--- src/rtl/lz77_encoder_stream.sv ---
// lz77_encoder_stream: streaming LZ77 encoder emitting (offset, match_len, char_nxt) triples with backpressure.
module lz77_encoder_stream #(
  parameter int SEARCH_DEPTH = 9,
  parameter int LOOK_DEPTH = 8,
  parameter logic [7:0] TERM_CHAR = 8'h24,
  parameter int OFF_W = $clog2(SEARCH_DEPTH),
  parameter int LEN_W = $clog2(LOOK_DEPTH)
) (
  input  logic             clk,
  input  logic             reset,
  input  logic [7:0]       in_data,
  input  logic             in_valid,
  output logic             in_ready,
  output logic             out_valid,
  input  logic             out_ready,
  output logic [OFF_W-1:0] offset,
  output logic [LEN_W-1:0] match_len,
  output logic [7:0]       char_nxt,
  output logic             finish
);
  localparam int SC_W = $clog2(SEARCH_DEPTH + 1);
  localparam int LC_W = $clog2(LOOK_DEPTH + 1);
  localparam int WN = SEARCH_DEPTH + LOOK_DEPTH - 2;
  localparam int WI = $clog2(WN);
  typedef enum logic [2:0] {FILL, SEARCH, EMIT, SHIFT, DONE} state_e;
  state_e state_q, state_d;
  logic [7:0] sb_q [SEARCH_DEPTH];
  logic [7:0] la_q [LOOK_DEPTH];
  logic [7:0] win [WN];
  logic [SC_W-1:0] scnt_q;
  logic [LC_W-1:0] lcnt_q;
  logic term_q;
  logic [OFF_W-1:0] j_q, off_q, best_off;
  logic [LEN_W-1:0] len_q, cand_len, best_len;
  logic [LEN_W:0] sh_q;
  logic [7:0] chr_q;
  logic run, cand_ok, better, last_j, in_fire, out_fire;
  // Search buffer followed by look-ahead, so a match may overlap into the look-ahead.
  for (genvar i = 0; i < WN; i++) begin : g_w
    if (i < SEARCH_DEPTH) begin : g_s
      assign win[i] = sb_q[i];
    end else begin : g_l
      assign win[i] = la_q[i-SEARCH_DEPTH];
    end
  end
  always_comb begin
    cand_len = '0;
    run = 1'b1;
    for (int k = 0; k < LOOK_DEPTH - 1; k++) begin
      run = run && (int'(lcnt_q) > k + 1) && (win[WI'(int'(j_q) + k)] == la_q[k]);
      if (run) cand_len = LEN_W'(k + 1);
    end
  end
  assign cand_ok = int'(j_q) >= SEARCH_DEPTH - int'(scnt_q);
  assign better = cand_ok && (cand_len > len_q);
  assign best_len = better ? cand_len : len_q;
  assign best_off = better ? OFF_W'(SEARCH_DEPTH - 1 - int'(j_q)) : off_q;
  assign last_j = int'(j_q) == SEARCH_DEPTH - 1;
  assign in_ready = !reset && !term_q &&
                    (state_q == SHIFT || (state_q == FILL && lcnt_q < LC_W'(LOOK_DEPTH)));
  assign out_valid = state_q == EMIT;
  assign finish = state_q == DONE;
  assign in_fire = in_valid && in_ready;
  assign out_fire = out_valid && out_ready;
  assign offset = off_q;
  assign match_len = len_q;
  assign char_nxt = chr_q;
  always_comb begin
    state_d = state_q;
    case (state_q)
      FILL:    state_d = (lcnt_q == LC_W'(LOOK_DEPTH) || term_q) ? SEARCH : FILL;
      SEARCH:  state_d = last_j ? EMIT : SEARCH;
      EMIT:    state_d = !out_fire ? EMIT : (chr_q == TERM_CHAR) ? DONE : SHIFT;
      SHIFT:   state_d = (sh_q == (LEN_W+1)'(1)) ? FILL : SHIFT;
      DONE:    state_d = DONE;
      default: state_d = FILL;
    endcase
  end
  always_ff @(posedge clk or posedge reset) begin
    if (reset) begin
      state_q <= FILL;
      for (int i = 0; i < SEARCH_DEPTH; i++) sb_q[i] <= '0;
      for (int i = 0; i < LOOK_DEPTH; i++) la_q[i] <= '0;
      scnt_q <= '0;
      lcnt_q <= '0;
      term_q <= 1'b0;
      j_q <= '0;
      off_q <= '0;
      len_q <= '0;
      sh_q <= '0;
      chr_q <= '0;
    end else begin
      state_q <= state_d;
      case (state_q)
        FILL: begin
          if (in_fire) begin
            la_q[LEN_W'(lcnt_q)] <= in_data;
            lcnt_q <= lcnt_q + 1'b1;
            term_q <= in_data == TERM_CHAR;
          end
          if (state_d == SEARCH) begin
            j_q <= '0;
            off_q <= '0;
            len_q <= '0;
          end
        end
        SEARCH: begin
          j_q <= j_q + 1'b1;
          off_q <= best_off;
          len_q <= best_len;
          if (last_j) chr_q <= la_q[best_len];
        end
        EMIT: if (out_fire) sh_q <= {1'b0, len_q} + 1'b1;
        SHIFT: begin
          for (int i = 0; i < SEARCH_DEPTH - 1; i++) sb_q[i] <= sb_q[i+1];
          sb_q[SEARCH_DEPTH-1] <= la_q[0];
          scnt_q <= (scnt_q == SC_W'(SEARCH_DEPTH)) ? scnt_q : scnt_q + 1'b1;
          for (int i = 0; i < LOOK_DEPTH - 1; i++) la_q[i] <= la_q[i+1];
          // A char accepted while shifting lands at the tail slot vacated by the shift.
          if (in_fire) begin
            la_q[LEN_W'(lcnt_q - 1'b1)] <= in_data;
            term_q <= in_data == TERM_CHAR;
          end else begin
            lcnt_q <= lcnt_q - 1'b1;
          end
          sh_q <= sh_q - 1'b1;
        end
        default: ;
      endcase
    end
  end
endmodule

--- config.mk ---
export PLATFORM = sky130hd
export DESIGN_NAME = lz77_encoder_stream
export DESIGN_NICKNAME = d
export VERILOG_FILES = /design/src/rtl/lz77_encoder_stream.sv
export SDC_FILE = /design/constraint.sdc
export NUM_CORES = 1
export LEC_CHECK = 0
export CORE_MARGIN = 1.5
export CORE_UTILIZATION = 60
export DETAILED_ROUTE_END_ITERATION = 16
export DONT_BUFFER_PORTS = 1
export PLACE_DENSITY_LB_ADDON = 0.2
export SKIP_LAST_GASP = 1
export SLEW_MARGIN = 20
export SYNTH_ARGS = -nofsm -noshare
export SYNTH_HDL_FRONTEND = slang
export SYNTH_SLANG_ARGS = --single-unit
--- constraint.sdc ---
create_clock -name clk -period 6.6 [get_ports clk]
set_input_delay 0.66 -clock clk [delete_from_list [all_inputs] [get_ports clk]]
set_output_delay 0.66 -clock clk [all_outputs]
set_load 0.05 [all_outputs]
==> metrics.cfg <==
[status]
status = finished clean

[floorplanning]
ios = 30
design.core.area_mm2 = 0.0242
rows = 57
die_area_mm2 = 0.0255
die-height_um = 160
initial_utilization_pct = 60.9
die_w_um = 160

[synth]
syn_inst = 1484
ys_seq_area_share_pct = 29.0
synthAdderAreaFrac_pct = 2.29
synth_edf_count = 0
synthesis.nets = 1523
synth_mux_area_share_pct = 32.7
yosys-top-cells-area = dfrtp_1 29%, mux4_2 19%, mux2i_1 12%, nand2_1 8.1%, o21ai_0 2.9%
ys_async_sr_fraction_pct = 100
yosys-top-cells-count = 317 x nand2_1, 178 x mux2i_1, 171 x dfrtp_1
synth.distinct_cells = 75
synth-xor-area-share_pct = 5.81
syn_area_mm2 = 0.0147
yosysMostFrequentCell = nand2_1
yosysTopAreaCell = dfrtp_1
synth_seq_cells = 171
synth_top_family_by_area = multiplexers
synth-main-ff-cell = dfrtp_1
yosysWarningCount = 0
syn_area_per_cell_um2 = 9.93
synth_compound_area_share_pct = 9.85
synth_top_area_share_pct = 29.0
yosys.area_share.simple_pct = 15.2

[final_layout]
layout-drive-gt1-share_pct = 18.6
fillCellCount = 1915
area_delta_synth_final_pct = 5.54
n_antenna_cell = 0
multiInputGateArea_mm2 = 0.00980
fin_util_pct = 64.3
seq_area_mm2 = 0.00429
finalNetCount = 1431

[sta]
period_minus_slack_ns = 6.29
worst_pin_slew_ns = 1.12
rsz0062_at_grt = no
hold_violations = 0
max_freq_ghz = 0.159
post-route-period-util_pct = 95.3
tns_ns = 0
finClkSkew_ns = 0.0127
setup_slack_ns = 0.311
slew_headroom_pct = 24.8
drv_slew = 0
setup_violations = 0

[critical_path]
critPathKind = reg2reg
start_kind = flop
crit_path_top_delay_cell = dfrtp_4
arrival_ns = 6.59
endpoint_kind = flop
crit_path_max_incr_delay_ns = 0.62
required_ns = 6.90
crit_chain = inv_1 -> ha_1 -> inv_1 -> buf_4 -> mux4_2 -> xor2_1 -> nor4_1 -> nand3_1 -> o21ai_0 -> o31a_1 -> nand3b_1 -> ha_1 -> nor2b_1 -> o21ai_0 -> nand2b_1 -> o311ai_1 -> and2_1 -> a31oi_1 -> a41o_2 -> buf_12 -> mux2_2 -> nor3b_2 -> o32ai_2
critPathMaxFanout = 32

[global_routing]
grt_pass1_vias = 11400
grt_max_degree = 109
grt_overflow = 0
track_usage_pct = 36.1
grt_first_pass_wirelength_mm = 69.8
antenna_found_initial = 0

[clock_tree]
clock-sinks = 171
post_cts_buffers = 0
cts_tree = built
numCtsBuffers = 17
h-tree-depth = 4
clk_latency_ns = 0.45
cts_buffer_depth = 2
clock-root-buffer = clkbuf_16
path_clk_slew_ns = 0.08

[run]
max_cap_violations = 0

[power]
ir_worst_vdd_mv = 0.391
power-per-cell-area_mw_per_mm2 = 623
power_leakage_nw = 7.16

[route]
drc = 0
wl_per_cell_um = 25.9
ant_nets = 0
dr.first_iter.drc_count = 1528
wl_mm = 44.8
viasPerCell = 6.97
vias = 12100
first_pass_iters = 7

[placed_design]
place.detailed.hpwl_mm = 31.3
place_ws_ns = 0.309
place_congestion = 0.989
io_buffer_count = 0

[worst_hold_path]
hold_class = in2async

==> timing repair <==
action                                  4_1_cts  5_1_grt
endpoints found under the setup margin        0        8
hold buffers                                  0        0
gates resized for setup                       0        3
==> metrics by stage <==
stage                     instance area (um2)  total power, mW  hold slack (ns)  cells
after detailed placement                14900             8.41            0.482   1696
after CTS                               15500             9.50            0.290   1728
after global placement                  14900             8.27            0.481   1696
final                                   15500             9.68            0.250   1729
after global routing                    15500             10.2            0.315   1729
after floorplan                         14700             6.71            0.451   1484
==> kinds of logic (layout without fill, tap and decap cells) <==
group | after synthesis | count (layout)
simple gates | 477 | 477
mux | 326 | 326
compound gates | 216 | 216
flops | 171 | 171
buf+inv | 171 | 91
xor+xnor | 96 | 97
fa+ha+maj | 27 | 27
==> metal layers <==
| layer | vias up | share of wire, % | GRT usage (%) | wire (um) |
|---|---|---|---|---|
| met2 | 695 | 46 | 55.4 | 20400 |
| met5 | - | 0 | 0 | 0 |
| met3 | 133 | 10 | 8.26 | 4610 |
| met1 | 6003 | 40 | 49.8 | 17800 |
| li1 | 5220 | - | - | - |
| met4 | 0 | 4.4 | 15.0 | 1970 |
==> path summary, 6_finish.rpt <==
| kind | from | slack [ns] | to | cells past startpoint |
|---|---|---|---|---|
| worst max-delay path | j_q[1]$_DFFE_PP0P_ | 0.31 | char_nxt[2]$_DFFE_PP0P_ | 23 |
| worst min-delay path | reset | 0.25 | lcnt_q[3]$_DFFE_PP0P_ | 1 |
| worst max register to register | j_q[1]$_DFFE_PP0P_ | 0.31 | char_nxt[2]$_DFFE_PP0P_ | 23 |
| worst min register to register | sh_q[3]$_DFFE_PP0P_ | 0.50 | sh_q[3]$_DFFE_PP0P_ | 1 |
| max in group asynchronous | reset | 4.85 | la_q[4]$_DFFE_PP0P_ | 2 |
| min in group clk | in_data[2] | 0.36 | la_q[2]$_DFFE_PP0P_ | 1 |
==> state kept, by name, summed over array words and instances (netlist names) <==
register   flops
offset         4
match_len      3
lcnt_q         4
char_nxt       8
sb_q          72
term_q         1
sh_q           4
j_q            4
state_q        3
la_q          64
scnt_q         4
==> power breakdown <==
| part | switching [mW] | leakage (nW) | total, mW | internal (mW) |
|---|---|---|---|---|
| clock network | 0.541 | 0.295 | 1.06 | 0.517 |
| registers | 1.02 | 2.24 | 2.47 | 1.45 |
| logic | 3.33 | 4.63 | 6.16 | 2.83 |
| total | 4.89 | 7.16 | 9.68 | 4.79 |
==> worst max-delay path, delay by kind of cell, from the launching register on <==
kind,cells,cell delay [ns]
xor+xnor,1,0.15
compound gates,7,1.18
simple gates,7,1.43
fa+ha+maj,2,0.55
mux,2,0.88
flops,1,0.62
buf+inv,4,1.29
==> cells in the final DEF, fill, tap and decap left out, types with 8 or more instances in the layout <==
master and instances:
nand2_1 317, mux2i_1 178, dfrtp_1 169, mux4_2 122, o21ai_0 85, xor2_1 47
xnor2_1 45, buf_4 33, and3_1 29, ha_1 26, a21oi_1 25, mux2_2 23
nor2_1 21, inv_1 17, o22ai_1 17, clkbuf_16 17, nand2b_1 15, a31oi_1 13
nor4_1 13, and2_1 13, nand3b_1 12, nand3_1 12, nor3b_2 10, o32ai_2 8
==> final cells by class <==
| cell class | count | area share, % |
|---|---|---|
| timing repair buffer | 39 | 2.31 |
| sequential | 171 | 27.6 |
| inverter | 20 | 0.515 |
| clock buffer | 17 | 2.74 |
| tap | 324 | 2.61 |
| multi-input combinational | 1143 | 63.0 |
| clock inverter | 15 | 1.24 |
Note: power is estimated with default switching activity, not from simulation.
